### src/rtl/timer_ctrl_pkg.sv
// timer_ctrl_pkg: shared state, edit-field encodings and BCD limits for the timer controller.
package timer_ctrl_pkg;
  typedef enum logic [2:0] {S_IDLE, S_SET, S_LOAD, S_RUN, S_PAUSE, S_DONE} state_t;
  localparam logic [1:0] EF_NONE = 2'd0;
  localparam logic [1:0] EF_HOUR = 2'd1;
  localparam logic [1:0] EF_MIN  = 2'd2;
  localparam logic [1:0] EF_SEC  = 2'd3;
  localparam logic [7:0] BCD_MS_MAX   = 8'h59;
  localparam logic [7:0] BCD_HOUR_MAX = 8'h23;
endpackage

### src/rtl/timer_ctrl_bcd_inc.sv
// timer_ctrl_bcd_inc: 2-digit BCD increment that wraps to 00 after the supplied limit.
module timer_ctrl_bcd_inc (
  input  logic [7:0] i_val,
  input  logic [7:0] i_max,
  output logic [7:0] o_val
);
  always_comb o_val = (i_val == i_max)     ? 8'h00 :
                      (i_val[3:0] == 4'd9) ? {i_val[7:4] + 4'd1, 4'd0} :
                                             {i_val[7:4], i_val[3:0] + 4'd1};
endmodule

### src/rtl/timer_ctrl.sv
// timer_ctrl: countdown timer sequencer owning the BCD preset, load strobe, tick gating and alarm.
module timer_ctrl
  import timer_ctrl_pkg::*;
#(
  parameter int unsigned  ALARM_SECS = 10,
  parameter logic [7:0]   HOUR_MAX   = BCD_HOUR_MAX
) (
  input  logic       clk,
  input  logic       rst,
  input  logic       i_tick,
  input  logic       i_btn_mode,
  input  logic       i_btn_start,
  input  logic       i_btn_up,
  input  logic       i_btn_clear,
  input  logic [4:0] i_cnt_hour,
  input  logic [5:0] i_cnt_min,
  input  logic [5:0] i_cnt_sec,
  output logic [7:0] o_set_hour,
  output logic [7:0] o_set_min,
  output logic [7:0] o_set_sec,
  output logic       o_load,
  output logic       o_count_en,
  output logic [1:0] o_edit_field,
  output logic       o_running,
  output logic       o_alarm
);
  state_t     r_state, w_next;
  logic [7:0] r_hour, r_min, r_sec, w_inc_in, w_inc_max, w_inc_out;
  logic [1:0] r_edit, w_edit;
  logic [5:0] r_acnt, w_acnt;
  logic       r_load, r_running, r_alarm, w_reload;
  logic       w_clr, w_start, w_mode, w_up, w_zero, w_preset_nz;

  assign w_clr       = i_btn_clear;
  assign w_start     = i_btn_start & ~i_btn_clear;
  assign w_mode      = i_btn_mode & ~i_btn_start & ~i_btn_clear;
  assign w_up        = i_btn_up & ~i_btn_mode & ~i_btn_start & ~i_btn_clear;
  assign w_zero      = ~|{i_cnt_hour, i_cnt_min, i_cnt_sec};
  assign w_preset_nz = |{r_hour, r_min, r_sec};
  assign w_inc_in    = (r_edit == EF_HOUR) ? r_hour : (r_edit == EF_MIN) ? r_min : r_sec;
  assign w_inc_max   = (r_edit == EF_HOUR) ? HOUR_MAX : BCD_MS_MAX;

  timer_ctrl_bcd_inc u_bcd_inc (.i_val(w_inc_in), .i_max(w_inc_max), .o_val(w_inc_out));

  // A start in the reload cycle after a clear is ignored so load never spans two cycles
  always_comb begin
    w_next   = r_state;
    w_edit   = r_edit;
    w_acnt   = r_acnt;
    w_reload = 1'b0;
    case (r_state)
      S_IDLE:  if (w_start && w_preset_nz && !r_load) w_next = S_LOAD;
               else if (w_mode) begin
                 w_next = S_SET;
                 w_edit = EF_HOUR;
               end
      S_SET:   if (w_mode) begin
                 w_edit = (r_edit == EF_SEC) ? EF_NONE : r_edit + 2'd1;
                 w_next = (r_edit == EF_SEC) ? S_IDLE : S_SET;
               end
      S_LOAD:  w_next = S_RUN;
      S_RUN:   if (w_clr) begin
                 w_next   = S_IDLE;
                 w_reload = 1'b1;
               end else if (w_zero) w_next = S_DONE;
               else if (w_start) w_next = S_PAUSE;
      S_PAUSE: if (w_clr) begin
                 w_next   = S_IDLE;
                 w_reload = 1'b1;
               end else if (w_start) w_next = S_RUN;
      S_DONE:  if (w_clr) begin
                 w_next   = S_IDLE;
                 w_reload = 1'b1;
               end else if (w_start) w_next = S_IDLE;
               else if (i_tick) begin
                 w_acnt = r_acnt + 6'd1;
                 w_next = (r_acnt == 6'(ALARM_SECS - 1)) ? S_IDLE : S_DONE;
               end
      default: w_next = S_IDLE;
    endcase
    if (w_next != S_DONE) w_acnt = '0;
  end

  always_ff @(posedge clk or negedge rst) begin
    if (!rst) begin
      r_state   <= S_IDLE;
      r_edit    <= EF_NONE;
      r_acnt    <= '0;
      r_load    <= 1'b0;
      r_running <= 1'b0;
      r_alarm   <= 1'b0;
    end else begin
      r_state   <= w_next;
      r_edit    <= w_edit;
      r_acnt    <= w_acnt;
      r_load    <= (w_next == S_LOAD) | w_reload;
      r_running <= (w_next == S_RUN);
      r_alarm   <= (w_next == S_DONE);
    end
  end

  always_ff @(posedge clk or negedge rst) begin
    if (!rst) begin
      r_hour <= 8'h00;
      r_min  <= 8'h00;
      r_sec  <= 8'h00;
    end else if (r_state == S_SET) begin
      if (w_clr) begin
        r_hour <= 8'h00;
        r_min  <= 8'h00;
        r_sec  <= 8'h00;
      end else if (w_up) begin
        if (r_edit == EF_HOUR) r_hour <= w_inc_out;
        if (r_edit == EF_MIN)  r_min  <= w_inc_out;
        if (r_edit == EF_SEC)  r_sec  <= w_inc_out;
      end
    end
  end

  assign o_set_hour   = r_hour;
  assign o_set_min    = r_min;
  assign o_set_sec    = r_sec;
  assign o_load       = r_load;
  assign o_count_en   = i_tick & (r_state == S_RUN);
  assign o_edit_field = r_edit;
  assign o_running    = r_running;
  assign o_alarm      = r_alarm;
endmodule

### config.mk
export PLATFORM = sky130hd
export DESIGN_NAME = timer_ctrl
export DESIGN_NICKNAME = d
export VERILOG_FILES = /design/src/rtl/timer_ctrl_pkg.sv /design/src/rtl/timer_ctrl_bcd_inc.sv /design/src/rtl/timer_ctrl.sv
export SDC_FILE = /design/constraint.sdc
export NUM_CORES = 1
export LEC_CHECK = 0
export ABC_AREA = 1
export ABC_CLOCK_PERIOD_IN_PS = 2400
export BUFFER_PORTS_ARGS = -buffer_cell sky130_fd_sc_hd__buf_2
export CAP_MARGIN = 40
export CORE_MARGIN = 5
export CORE_UTILIZATION = 24
export DETAILED_ROUTE_END_ITERATION = 7
export PLACE_DENSITY = 0.51
export SYNTH_ARGS = -nofsm -noshare
export SYNTH_HDL_FRONTEND = slang
export SYNTH_HIERARCHICAL = 1
export SYNTH_SLANG_ARGS = --single-unit
export TNS_END_PERCENT = 50
### constraint.sdc
create_clock -name clk -period 2.4 [get_ports clk]
set_input_delay 0.48 -clock clk [delete_from_list [all_inputs] [get_ports clk]]
set_output_delay 0.48 -clock clk [all_outputs]
set_load 0.02 [all_outputs]
**Word level (Yosys, flattened, before mapping)**

Cells that the tools add are included.

- Register bits: 38
- Input port bits: 24
- Output and inout port bits: 30
- Word-level logic and storage cells: 103

- $add $sub $neg: 4
- Equal/unequal tests: 20
- Muxes and demuxes: 40
- Bitwise operators: 11
- Reduce and logical (&&, ||, !) cells: 19

Operator list:

| kind | number |
|---|---|
| $mux W8 | 13 |
| $mux W3 | 12 |
| $mux W6 | 5 |
| $reduce_or A24 Y1 | 1 |
| $pmux W3 S6 | 1 |
| $reduce_or A17 Y1 | 1 |
| $reduce_bool A2 Y1 | 7 |
| $eq A3 B2 Y1 const B | 4 |
| $eq A3 B3 Y1 const B | 3 |
| $reduce_and A3 Y1 | 3 |
| $add A4 B1 Y4 const B | 2 |
| $eq A8 B7 Y1 | 1 |
| $mux W2 | 4 |
| $reduce_and A4 Y1 | 2 |
| $and A1 B1 Y1 | 7 |
| $mux W7 | 1 |
| $add A6 B1 Y6 const B | 1 |
| $eq A6 B4 Y1 const B | 1 |
| $ne A2 B2 Y1 const B | 3 |
| $eq A2 B2 Y1 const B | 2 |
| $eq A4 B4 Y1 const B | 1 |
| $ne A2 B1 Y1 const B | 2 |
| $pmux W2 S2 | 1 |
| $eq A3 B1 Y1 const B | 1 |
| 10 further kinds | 15 |

**Logic depth before layout (Yosys ltp)**

Gate-level depths: netlist of the first run.

- Word-level depth: 9
- Gate-level depth with buffers: 18
- Gate-level depth less buffers: 17

**By module**

The synthesis of the first run kept the hierarchy.

By module, submodules not included:

| module | times used | cells an instance | area an instance (µm²) | seq. area each (µm²) |
|---|---|---|---|---|
| timer_ctrl | 1 | 272 | 2154.6 | 950.9 |
| timer_ctrl_bcd_inc | 1 | 83 | 360.3 | 0.0 |

**Worst setup path after synthesis of the first run**

OpenSTA, ideal clock, no wires.

- Path kind: reg-to-reg
- From: register r_edit[1], in the netlist o_edit_field[1]
- To: register r_sec[0], in the netlist o_set_sec[0]
- Setup time: 0.125 ns
- Arrival time: 2.664 ns
- Slack: -0.389 ns
- Stages on the path, launching flop included: 16
- Cell sequence: dfrtp_1 > inv_1 > ha_1 > clkinv_1 > clkbuf_1 > o21ai_0 > inv_1 > nand2_1 > nand2_1 > nor2_1 > nand2_1 > nor2_4 > nor2_1 > inv_1 > nor2_1 > mux2_2

- Elaborated cells between the ends (all ways): 16
- Classes of those cells: 1 x add/sub; 5 x eq/ne; 8 x mux; 2 x reduce/logical

RTL lines:

| item | RTL line | text |
|---|---|---|
| start, declared | timer_ctrl.sv:29 | `logic [1:0] r_edit, w_edit;` |
| start signal, assigned | timer_ctrl.sv:94 | `r_edit <= w_edit;` |
| $eq A2 B1 Y1 | timer_ctrl.sv:41 | `assign w_inc_max = (r_edit == EF_HOUR) ? HOUR_MAX : BCD_MS_MAX;` |
| $mux W7 | timer_ctrl.sv:41 |  |
| net w_inc_max[1] | timer_ctrl.sv:28 | `logic [7:0] r_hour, r_min, r_sec, w_inc_in, w_inc_max, w_inc_out;` |
| $eq A8 B7 Y1 | timer_ctrl_bcd_inc.sv:7 | `always_comb o_val = (i_val == i_max) ? 8'h00 :` |
| $mux W8 | timer_ctrl_bcd_inc.sv:7 |  |
| net w_inc_out[0] | timer_ctrl.sv:28 |  |
| $mux W8 | timer_ctrl.sv:115 | `if (r_edit == EF_SEC) r_sec <= w_inc_out;` |
| $mux W8 | timer_ctrl.sv:112 | `end else if (w_up) begin` |
| $mux W8 | timer_ctrl.sv:108 | `if (w_clr) begin` |
| end signal, assigned | timer_ctrl.sv:115 |  |
| end, declared | timer_ctrl.sv:28 |  |

The timed path passes the listed nets, and every way through them passes these cells. The select of a mux whose other input is x is not followed.
A chain may end at the register's enable or synchronous reset.

**Final worst setup path of the first run**

- From: register r_edit[0], in the netlist o_edit_field[0]
- To: register r_sec[6], in the netlist o_set_sec[6]

Same word-level chain as after synthesis.

==> results list, run 1 <==
* Status: finished, final reports clean
* Initial Util: 24.47%
* Type of element launching the critical path: register
- GR Overflow Total: 0
* Power consumption: approximately 4.6 mW
- Total wirelength of the detailed-routed design: between 6 and 7 mm
* All-Layer GR Usage: 10.51%
- Via count of the first global-routing pass: between 2000 and 2500
- Via count: 2468
- Seq pwr share: between 20 and 25%
- Number of routed nets with antenna violations: 0
- Net Sw Frac: a little under half
- From bottom edge to top edge, the die measures between 100 and 150 microns.
- The clock period could shrink to 2331 ps.
- ANT cells: 0
- Floorplan die area: 12630 sq um
- The detailed router finished its first iteration with 96 violations.
- Including well taps, the total number of placed cells is 550.
- Port buffer count: 53
- Number of rows in the core area: 37
* Yosys reg bits: 38
- Summed instance area of the synthesized netlist: roughly 2500 sq um
* Share of the yosys chip area belonging to registers: 37.81%
- Using the TritonRoute via totals, the vias-per-cell ratio works out to roughly 4.3.
- Buffer cell driving the clock tree root: sky130_fd_sc_hd__clkbuf_8
* P&R area growth vs syn: 36.72%
- Of all nets on the critical path, the largest fanout is 10.
- The max-slew violation count is 0.
* Wire length of the first global-routing pass: 11.03 mm
- Top achievable clock speed: ~0.43 GHz
- The clock passes through at most 2 buffers.
- The analysis attributes to net switching a power of 2.196 mW.
* Share of the clock period used by the worst path: 97.14%
* Library cell occupying the most area in the post-synthesis netlist: sky130_fd_sc_hd__dfrtp_1
* Cell variety after synth: 30
- During synthesis, Yosys emitted a total of 6 warnings.
- In the routed design, unresolved DRC markers number 0.
* Post-layout instance area: roughly 3400 sq um
* Clock buffer count from CTS: 5
- A synthesized cell averages roughly 7 sq um.
* Part of the power in the clock network: between 10% and 20%
- Setup-failing EPs final: 0
- Entering global routing, the biggest net connects 21 pins.
- Setup repair after global routing could not meet its margin everywhere.
- IR analysis of the VDD net gives a maximum drop of between 400 and 500 uV.
* Layout Nets: about 470
- Once detailed placement completed, the half-perimeter wirelength came to roughly 5.2 mm.
- Initial antenna violation count: 0
- Sort of element at the end of the critical path: register
- Die Wd: approximately 110 microns
- Dividing total power by cell area gives a power density of 1349 nW/um^2.
- Final hold viol count: 0
* Maximum level of the CTS H-tree: 2
- Synthesis handed over a netlist of 355 instances.
- CTS tree: built
- Max-cap violations in this run came to 0.
- In this run the worst hold path is classified as in -> async.
- The setup path with the least slack is of type reg -> reg.
- The tree built by TritonCTS fans out to 38 sinks.
* Worst R2R Path Depth: 16
* Worst clock skew on the final layout: about 11 ps
* Comb power frac: between 60% and 70%
- The floorplan step defined a core boundary enclosing just over 10000 sq um.
* Setup slack of the most critical reg-to-reg path: 70 ps
* WL per Instance: between 10 and 15 microns
- In this run the critical register-to-register path is captured at o_set_sec[6].
* Global placer's final weighted congestion: 0.8302
* Proportion of layout cells with a drive suffix above 1: between 30% and 40%
* Skew-Pair Late Insertion Delay: 290 ps
- The finished layout holds around 570 standard cells, fillers aside.
* Number of I/O pins: 54
- Core utilization of the finished layout: 33.46%
- Area share of the largest cell type after synthesis: between 30% and 40%
* Cell types occupying the most area after synthesis: sky130_fd_sc_hd__dfrtp_1 (38%), sky130_fd_sc_hd__nand2_1 (12%), sky130_fd_sc_hd__nor2_1 (9.3%), sky130_fd_sc_hd__inv_1 (8.8%), sky130_fd_sc_hd__o21ai_0 (6.4%)
- After clock tree synthesis, the clock-pin slew on the worst setup and hold paths is about 90 ps.
- Internal Power: 2.443 mW
- Required time of the worst setup path: around 2600 ps
- The worst register-to-register path begins at o_edit_field[0].
- Worst Path Arrival: 2520 ps
- Post-detailed-placement cell area: between 3000 and 4000 sq um
* Total iterations of the first detailed-routing run: 4
* P_leak: 1.721 nW
[metal layers]
layer	track usage, %	vias to the layer above	routed length [microns]
li1	-	1266	-
met1	13.38	1130	3135
met2	18.08	61	3382
met3	1.941	11	276
met4	3.205	0	118
met5	0	-	0
[power by group through the flow]
stage / Combinational, mW / Clock (mW) / Sequential (mW)
5_1_grt: 3.23 / 0.714 / 1.08
2_1_floorplan: 1.43 / 0 / 1.26
3_5_place_dp: 2.39 / 0 / 1.06
3_3_place_gp: 2.40 / 0 / 1.06
6_report: 2.92 / 0.679 / 1.04
4_1_cts: 2.41 / 0.690 / 1.05
[metrics by stage]
step / setup TNS (ps) / hold slack, ps / worst slack (ps)
after floorplan: 0 / 184.4 / 31.62
after global placement: -25.98 / 450.3 / -19.30
after detailed placement: -20.68 / 449.0 / -20.68
after CTS: 0 / 128.2 / 1.767
after global routing: -361.8 / 151.4 / -58.34
final: 0 / 117.5 / 68.55
[Yosys cell counts]
master                     instances
sky130_fd_sc_hd__nand2_1          83
sky130_fd_sc_hd__nor2_1           62
sky130_fd_sc_hd__inv_1            59
sky130_fd_sc_hd__dfrtp_1          38
sky130_fd_sc_hd__o21ai_0          32
sky130_fd_sc_hd__nand3_1          17
sky130_fd_sc_hd__mux2_2            8
sky130_fd_sc_hd__o211ai_1          8
sky130_fd_sc_hd__ha_1              6
sky130_fd_sc_hd__xor2_1            6
sky130_fd_sc_hd__a21oi_1           4
sky130_fd_sc_hd__clkbuf_1          4
sky130_fd_sc_hd__nor2_4            4
sky130_fd_sc_hd__nand2_2           3
sky130_fd_sc_hd__nand4_1           3
sky130_fd_sc_hd__a21oi_4           2
sky130_fd_sc_hd__conb_1            2
sky130_fd_sc_hd__nor3_1            2
sky130_fd_sc_hd__buf_2             1
sky130_fd_sc_hd__buf_4             1
sky130_fd_sc_hd__clkinv_1          1
sky130_fd_sc_hd__inv_4             1
sky130_fd_sc_hd__mux2i_1           1
sky130_fd_sc_hd__nand3_2           1
sky130_fd_sc_hd__nand3_4           1
sky130_fd_sc_hd__nand3b_1          1
sky130_fd_sc_hd__nor3_4            1
sky130_fd_sc_hd__o21ai_2           1
sky130_fd_sc_hd__or2_2             1
sky130_fd_sc_hd__xnor2_1           1
[how the worst max path moves through the flow]
| stage | startpoint | endpoint | slack (ps) | cells past startpoint |
|---|---|---|---|---|
| floorplan | o_edit_field[1] | o_set_sec[0] | 30 | 15 |
| global placement | o_edit_field[1] | o_set_sec[6] | -20 | 16 |
| detailed placement | o_edit_field[1] | o_set_sec[6] | -20 | 17 |
| CTS | o_edit_field[1] | o_set_sec[6] | 2 | 17 |
| global route | o_edit_field[0] | o_set_sec[6] | -60 | 16 |
| finish | o_edit_field[0] | o_set_sec[6] | 70 | 16 |
[worst max-delay path, stage by stage (launching register included)]
cell	delay, ps
sky130_fd_sc_hd__dfrtp_2	430
sky130_fd_sc_hd__buf_6	130
sky130_fd_sc_hd__ha_4	160
sky130_fd_sc_hd__inv_6	80
sky130_fd_sc_hd__buf_12	130
sky130_fd_sc_hd__o211ai_1	150
sky130_fd_sc_hd__o21ai_4	110
sky130_fd_sc_hd__inv_1	50
sky130_fd_sc_hd__nand2_1	50
sky130_fd_sc_hd__nand2_1	60
sky130_fd_sc_hd__nor2_2	130
sky130_fd_sc_hd__nand2_2	80
sky130_fd_sc_hd__nor2_4	200
sky130_fd_sc_hd__nor2_1	80
sky130_fd_sc_hd__inv_1	90
sky130_fd_sc_hd__nor2_4	50
sky130_fd_sc_hd__mux2_4	250
[logic make-up (layout without fill, tap and decap cells)]
family	Yosys count	in the layout	synth area share, %
and+or+nand+nor	179	179	31.00
buffers and inverters	67	144	10.30
AOI/OAI and AO/OA	47	47	11.19
DFF	38	38	37.81
muxes	9	9	3.980
xor gates and xnor gates	7	7	2.438
adders and majority gates	6	6	2.985
other	2	6	0.2986
[flip-flops by register name (all words and copies together) (netlist names)]
signal / flops
r_state: 3
o_alarm: 1
r_acnt: 6
o_set_sec: 8
o_set_hour: 8
o_load: 1
o_set_min: 8
o_edit_field: 2
o_running: 1
[placed cells by master, fill, tap and decap left out, drive strengths merged]
cell type / Yosys / routed
mux2: 8 / 8
clkinv: 1 / 1
xor2: 6 / 6
o21ai: 33 / 33
clkbuf: 4 / 6
nor2: 66 / 66
nand3: 19 / 19
or2: 1 / 1
nand2: 86 / 86
dfrtp: 38 / 38
nand3b: 1 / 1
mux2i: 1 / 1
ha: 6 / 6
xnor2: 1 / 1
bufinv: 0 / 2
a21oi: 6 / 6
conb: 2 / 6
nor3: 3 / 3
o211ai: 8 / 8
inv: 60 / 61
buf: 2 / 74
nand4: 3 / 3
[timing repair]
action	in CTS	in global routing
buffers inserted	0	14
gates resized for setup	1	41
setup endpoints to repair	3	24
hold buffers	0	0
pin swaps	1	10
gates cloned	0	1
[area by class of cell]
cell class	instances	area (sq um)
Clock buffer	5	68.82
Clock inverter	3	68.82
Fill cell	1127	6839
Inverter	61	236.5
Multi-Input combinational cell	254	1451
Sequential cell	38	953.4
Tap cell	136	170.2
Timing Repair Buffer	75	489.2
(Power assumes the default switching activity.)
==> run 2, diff against run 1 <==
Settings changed: PLACE_DENSITY 0.51 to 0.55.
==> results list, run 2 (synthesis results as in run 1) <==
- The run finished with clean final reports.
- Number of rows in the core area: 37 (unchanged)
* Final critical-path setup slack: 13.88 ps (-54.67 ps)
- P_leak: 1.691 nW (-1.7%)
- The tree is rooted in a sky130_fd_sc_hd__clkbuf_8.
- Setup slack of the most critical reg-to-reg path: 10 ps (-50 ps)
- Worst-path cell with the longest stage delay: sky130_fd_sc_hd__dfrtp_2
* Top achievable clock speed: 0.4191 GHz (-2.3%)
- The ratio of routed vias to standard cells was 4.269 (-1.1%).
- All-Layer GR Usage: 10.51% (about the same)
* GR Overflow Total: 0 (unchanged)
* Pin count of the biggest net entering global routing: 25 (+19%)
- Share of the clock period used by the worst path: 99.42% (+2.3 points)
- The worst pin sits at a relative slew slack of about three fifths.
- P&R area growth vs syn: 32.44%
* Minimum setup slack after placement: -63.83 ps (-43.14 ps)
- Total iterations of the first detailed-routing run: 4 (unchanged)
- Final hold viol count: 0 (unchanged)
* Type of element launching the critical path: register
- Global placer's final weighted congestion: 0.8535 (+2.8%)
* Skew-Pair Late Insertion Delay: 290 ps (about the same)
* Pwr dens: 1326 nW/um^2 (-1.7%)
- For the pin with the worst max-slew slack, the measured transition is approximately 580 ps.
* Unrepaired setup endpoints after global routing: yes
- Total instance count after detailed placement: 548 (-0.36%)
* Maximum count of clock buffers along a single path: 2 (unchanged)
- Post-detailed-route DRC marker count: 0 (unchanged)
- The delay contributed by the slowest stage of the critical path is 400 ps (-30 ps).
- The data required time at the worst endpoint was 2570 ps (-20 ps).
* Critical register-to-register path endpoint: o_set_sec[3]
- Shortest clock period the worst path allows after layout: 2386 ps (+54.67 ps)
- Worst R2R Path Depth: 14 (-2)
- The proportion of layout cells with a drive suffix above 1 was 27.91% (-4.0 points).
* Count of routing violations after the opening detailed-route iteration: 158 (+65%)
* Maximum level of the CTS H-tree: 2 (unchanged)
* Number of fillers in the final layout: 1139 (+1.1%)
* Wire length of the first global-routing pass: 10.99 mm (-0.32%)
* Most common cell after layout, fill and taps aside: sky130_fd_sc_hd__nand2_1
- Class of the tightest hold or removal check: in -> async
- Initial Util: 24.47% (unchanged)
- Setup-failing EPs final: 0 (unchanged)
- Worst Path Arrival: 2560 ps (+40 ps)
- Initial antenna violation count: 0 (unchanged)
- Leaving out fill and tap cells, the most frequent cells in the layout are sky130_fd_sc_hd__nand2_1 (81), sky130_fd_sc_hd__nor2_1 (59), sky130_fd_sc_hd__inv_1 (56), sky130_fd_sc_hd__buf_2 (53), sky130_fd_sc_hd__dfrtp_1 (36).
- The worst setup path is captured at a register.
- Traced cell by cell, the critical path runs through inv_2 -> ha_2 -> buf_6 -> o211ai_1 -> o21ai_4 -> nand2_1 -> nand2_1 -> nor2_1 -> nand2_1 -> nor2_4 -> nor2_1 -> inv_1 -> nor2_1 -> mux2_2.
- The peak supply drop came to 377.4 uV (-20%).
- The overall via count from detail_route is 2416 (-2.1%).
- Die Wd: 112.4 microns (unchanged)
- Max-capacitance violation count: 0 (unchanged)
* Critical path class: reg -> reg
* WL per Instance: 11.95 microns (-1.1%)
- Clock buffer count from CTS: 5 (unchanged)
* Clock slew at the register clock pins of the worst setup and hold paths: 90 ps (about the same)
- The sum of internal, switching and leakage power is 4.416 mW (-4.8%).
* Via count of the first global-routing pass: 2308 (-2.9%)
* Worst clock skew on the final layout: 13.43 ps (+2.652 ps)
* Total wirelength of the detailed-routed design: 6.761 mm (-2.2%)
- TritonCTS built the clock tree.
* Layout Nets: 459 (-1.3%)
- Port buffer count: 53 (unchanged)
- The final antenna diode count was 0 (unchanged).
- The number of routed nets with antenna violations was 0 (unchanged).
* HPWL after DPL: 5.102 mm (-1.6%)
- Launch instance of the worst register-to-register path: o_edit_field[0]
- The height of the chip came to 112.4 microns (unchanged).
- Number of clock sinks: 38 (unchanged)
- Number of I/O pins: 54 (unchanged)
- The total die area is 12630 sq um (unchanged).
- The final core area utilization was 32.41% (-1.0 points).
- Area of the core region: 10280 sq um (unchanged)
- Post-layout instance count excluding filler cells: 566 (-1.0%)
- The hold-fix buffer count after cts was 0 (unchanged).
- The maximum fanout along the worst path was 8 (-2).
- Max-slew violation count: 0 (unchanged)
## run 2: cell count changes in the layout (fill, tap and decap cells not counted), moves of 2 or more
cell                      change
sky130_fd_sc_hd__inv_1        +3
sky130_fd_sc_hd__nor2_2       -4
sky130_fd_sc_hd__inv_2        -3
sky130_fd_sc_hd__o21ai_1      +2
sky130_fd_sc_hd__nand2_1      +5
sky130_fd_sc_hd__nor2_1       +5
sky130_fd_sc_hd__buf_12       -2
sky130_fd_sc_hd__ha_4         -2
sky130_fd_sc_hd__nand2_2      -5
sky130_fd_sc_hd__o21ai_0      -2
sky130_fd_sc_hd__ha_2         +2
sky130_fd_sc_hd__buf_4        -5
## run 2: cell type report
cell class	instances	area, sq um	share of cell area (%)
Timing Repair Buffer	69	436.7	13.11
Clock inverter	2	60.06	1.803
Sequential cell	38	953.4	28.63
Inverter	61	234.0	7.025
Tap cell	136	170.2	5.109
Multi-Input combinational cell	254	1394	41.85
Clock buffer	6	82.58	2.479
## run 2: worst max-delay path, delay by kind of cell, from the launching register on
family          cells  cell delay, ps
fa+ha+maj           1             200
compound gates      2             480
buf+inv             3             240
mux                 1             280
flops               1             400
simple gates        7             680
## run 2: how the worst max path moves through the flow
| stage | from | endpoint | slack (ps) | cells after the start |
|---|---|---|---|---|
| 5_1_grt | o_edit_field[0] | o_set_sec[3] | -160 | 14 |
| 4_1_cts | o_edit_field[1] | o_set_sec[6] | 5 | 17 |
| 3_5_place_dp | o_edit_field[1] | o_set_sec[6] | -60 | 17 |
| 2_1_floorplan | o_edit_field[1] | o_set_sec[0] | 30 | 15 |
| 6_report | o_edit_field[0] | o_set_sec[3] | 10 | 14 |
| 3_3_place_gp | o_edit_field[0] | o_set_sec[6] | -20 | 16 |
## run 2: layer usage
layer / GRT usage, % / share of wire [%]
met1: 13.10 / 44
met2: 18.28 / 50
met3: 2.642 / 5.2
met4: 2.404 / 0.65
met5: 0 / 0
## run 2: report_power, final
part           total (mW)  switching [mW]  internal (mW)
clock               0.677           0.233          0.444
combinational        2.70            1.66           1.04
sequential           1.04           0.183          0.855
total                4.42            2.08           2.34
## run 2: repair_timing
action / CTS / global route
gates resized for setup: 2 / 21
buffers inserted: 4 / 3
cloned: 0 / 3
pin swaps: 2 / 6
setup endpoints to repair: 8 / 24
hold endpoints to repair: 0 / 0
## run 2: metrics by stage
step | hold WS, ps | instance area [sq um] | setup TNS, ps
floorplan | 184.4 | 2561 | 0
global placement | 511.1 | 3022 | -17.49
detailed placement | 511.8 | 3022 | -123.3
CTS | 182.1 | 3198 | 0
global route | 199.5 | 3331 | -2191
finish | 172.5 | 3331 | 0
==> run 3, diff against run 2 <==
Settings changed: BUFFER_PORTS_ARGS -buffer_cell sky130_fd_sc_hd__buf_2 to not set, CAP_MARGIN 40 to 30, DONT_BUFFER_PORTS set to 1, PLACE_DENSITY 0.55 to 0.5.
==> results list, run 3 (synthesis results as in run 1) <==
- Leaving out fill and tap cells, the most frequent cells in the layout are sky130_fd_sc_hd__nand2_1 (81), sky130_fd_sc_hd__nor2_1 (57), sky130_fd_sc_hd__inv_1 (52), sky130_fd_sc_hd__dfrtp_1 (36), sky130_fd_sc_hd__o21ai_0 (24).
- The cell leakage power was 1.464 nW (-13%).
* CTS tree: built
* Setup-failing EPs final: 0 (unchanged)
* Launch point of the critical path: o_edit_field[0]
- Launch instance of the worst register-to-register path: o_edit_field[0]
- The post-layout net count was 416 (-9.4%).
* Share of the clock period used by the worst path: 93.57% (-5.9 points)
- Largest voltage drop on the vdd net: 498.5 uV (+32%)
* ANT cells: 0 (unchanged)
* Sort of element at the end of the critical path: register
- Class of the tightest hold or removal check: in -> async
* Initial antenna violation count: 0 (unchanged)
- Maximum count of clock buffers along a single path: 2 (unchanged)
- Worst-path cell with the longest stage delay: sky130_fd_sc_hd__dfrtp_2
- Buffering stage count on the worst path with inverters included: 3 (unchanged)
* Shortest clock period the worst path allows after layout: 2246 ps (-140.4 ps)
- Initial Util: 24.47% (unchanged)
- Height of the die: 112.4 microns (unchanged)
- The worst endpoint data arrival time came to 2420 ps (-140 ps).
- The placeable core area came to 10280 sq um (unchanged).
- HPWL after DPL: 5.063 mm (-0.76%)
* Max-slew violation count: 0 (unchanged)
* Crit path cell chain: inv_2 -> ha_4 -> buf_12 -> o211ai_1 -> o21ai_4 -> nand2_1 -> nand2_1 -> nor2_1 -> nand2_2 -> nor2_4 -> nor2_1 -> inv_1 -> nor2_2 -> mux2_2
* Floorplan die area: 12630 sq um (unchanged)
* Global placer's final weighted congestion: 0.8344 (-2.2%)
* P&R area growth vs syn: 23.68%
- The flow ran to the end, and the final reports show no timing, DRC or antenna violations.
- Max-capacitance violation count: 0 (unchanged)
- Pwr dens: 1330 nW/um^2 (+0.32%)
- Die Wd: 112.4 microns (unchanged)
* Number of rows in the core area: 37 (unchanged)
- Count of routing violations after the opening detailed-route iteration: 130 (-18%)
- Required time of the worst setup path: 2570 ps (about the same)
* Worst R2R Path Depth: 14 (unchanged)
- The proportion of layout cells with a drive suffix above 1 was 21.45% (-6.5 points).
- Min Hold Slack: 24.59 ps (-148.0 ps)
- The maximum fanout along the worst path is 9 (+1).
- Via count: 2289 (-5.3%)
- Skew-Pair Late Insertion Delay: 290 ps (about the same)
- The number of buffers added on ports was 0 (-100%).
* Number of routed nets with antenna violations: 0 (unchanged)
- Maximum level of the CTS H-tree: 2 (unchanged)
- Category of cells accounting for the largest share of critical-path delay: simple AND/OR/NAND/NOR gates
- Clock tree synthesis selected as its root buffer the cell sky130_fd_sc_hd__clkbuf_8.
- The setup skew after layout is 11.55 ps (-1.879 ps).
- Post-detailed-route DRC marker count: 0 (unchanged)
- Number of clock sinks: 38 (unchanged)
- The clock buffer count from CTS was 5 (unchanged).
- The via count of the first global-routing pass is 2214 (-4.1%).
- The number of iterations in the first detailed-routing pass came to 4 (unchanged).
- Average via count per standard cell: 4.377 (+2.5%)
- Final critical-path setup slack: 154.3 ps (+140.4 ps)
* Critical register-to-register path endpoint: o_set_sec[2]
- The total routing resource utilization after global routing is 10.67% (+0.16 points).
- Minimum setup slack after placement: 23.92 ps (+87.75 ps)
- Total wirelength of the detailed-routed design: 6.702 mm (-0.87%)
- STA classifies the critical path startpoint as a register.
- The number of failing hold endpoints at the final stage came to 0 (unchanged).
- Setup repair after global routing could not meet its margin everywhere.
- Largest incremental delay on the critical path: 410 ps (about the same)
* GR Overflow Total: 0 (unchanged)
- Pin count of the biggest net entering global routing: 39 (+56%)
- WL per Instance: 12.81 microns (+7.3%)
* Critical path class: reg -> reg
- The clock slew at the register clock pins of the worst setup and hold paths was 90 ps (about the same).
- Leaving out fill and tap cells, the most frequent cell in the layout is sky130_fd_sc_hd__nand2_1.
- Wire length of the first global-routing pass: 11.11 mm (+1.1%)
- Top achievable clock speed: 0.4453 GHz (+6.3%)
- The setup TNS after final layout is 0 ps (unchanged).
- Number of I/O pins: 54 (unchanged)
- Setup slack of the most critical reg-to-reg path: 150 ps (+140 ps)
[run 3: power breakdown]
group / internal [mW] / switching [mW] / leakage [nW]
registers: 0.851 / 0.395 / 0.510
clock network: 0.232 / 0.252 / 0.0472
logic: 0.980 / 1.43 / 0.906
[run 3: final cells by class]
cell class	instances	area, sq um
fillers	1105	7167
multi-input cells	254	1409
flip-flops and latches	38	953.4
repair buffers	26	250.2
inverters	61	232.7
well taps	136	170.2
clock buffers	6	82.58
clock inverters	2	12.51
[run 3: worst max path at each step]
stage | end | slack (ps) | cells after the start
final | o_set_sec[2] | 150 | 14
after global routing | o_set_sec[2] | -20 | 14
after CTS | o_set_sec[6] | 9 | 16
after detailed placement | o_set_sec[6] | 20 | 16
after global placement | o_set_sec[6] | 40 | 16
after floorplan | o_set_sec[0] | 30 | 15
[run 3: through the flow]
| step | std cells | total power [mW] | cell area (sq um) | util, % |
|---|---|---|---|---|
| 4_1_cts | 515 | 3.922 | 2967 | 28.87 |
| 3_5_place_dp | 506 | 3.404 | 2851 | 27.75 |
| 3_3_place_gp | 506 | 3.399 | 2851 | 27.75 |
| 6_report | 523 | 4.138 | 3110 | 30.27 |
| 5_1_grt | 523 | 4.545 | 3110 | 30.27 |
| 2_1_floorplan | 359 | 2.690 | 2561 | - |
[run 3: layer usage]
layer	vias up	part of all wire (%)	GRT usage (%)
li1	1160	-	-
met1	1059	44	13.71
met2	66	48	17.68
met3	4	7.5	3.073
met4	0	0.79	2.644
met5	-	0	0
[run 3: repair_timing]
item,CTS,global route
setup buffers,0,7
hold endpoints to repair,38,0
gates resized for setup,0,23
hold buffers,1,0
endpoints found under the setup margin,0,21
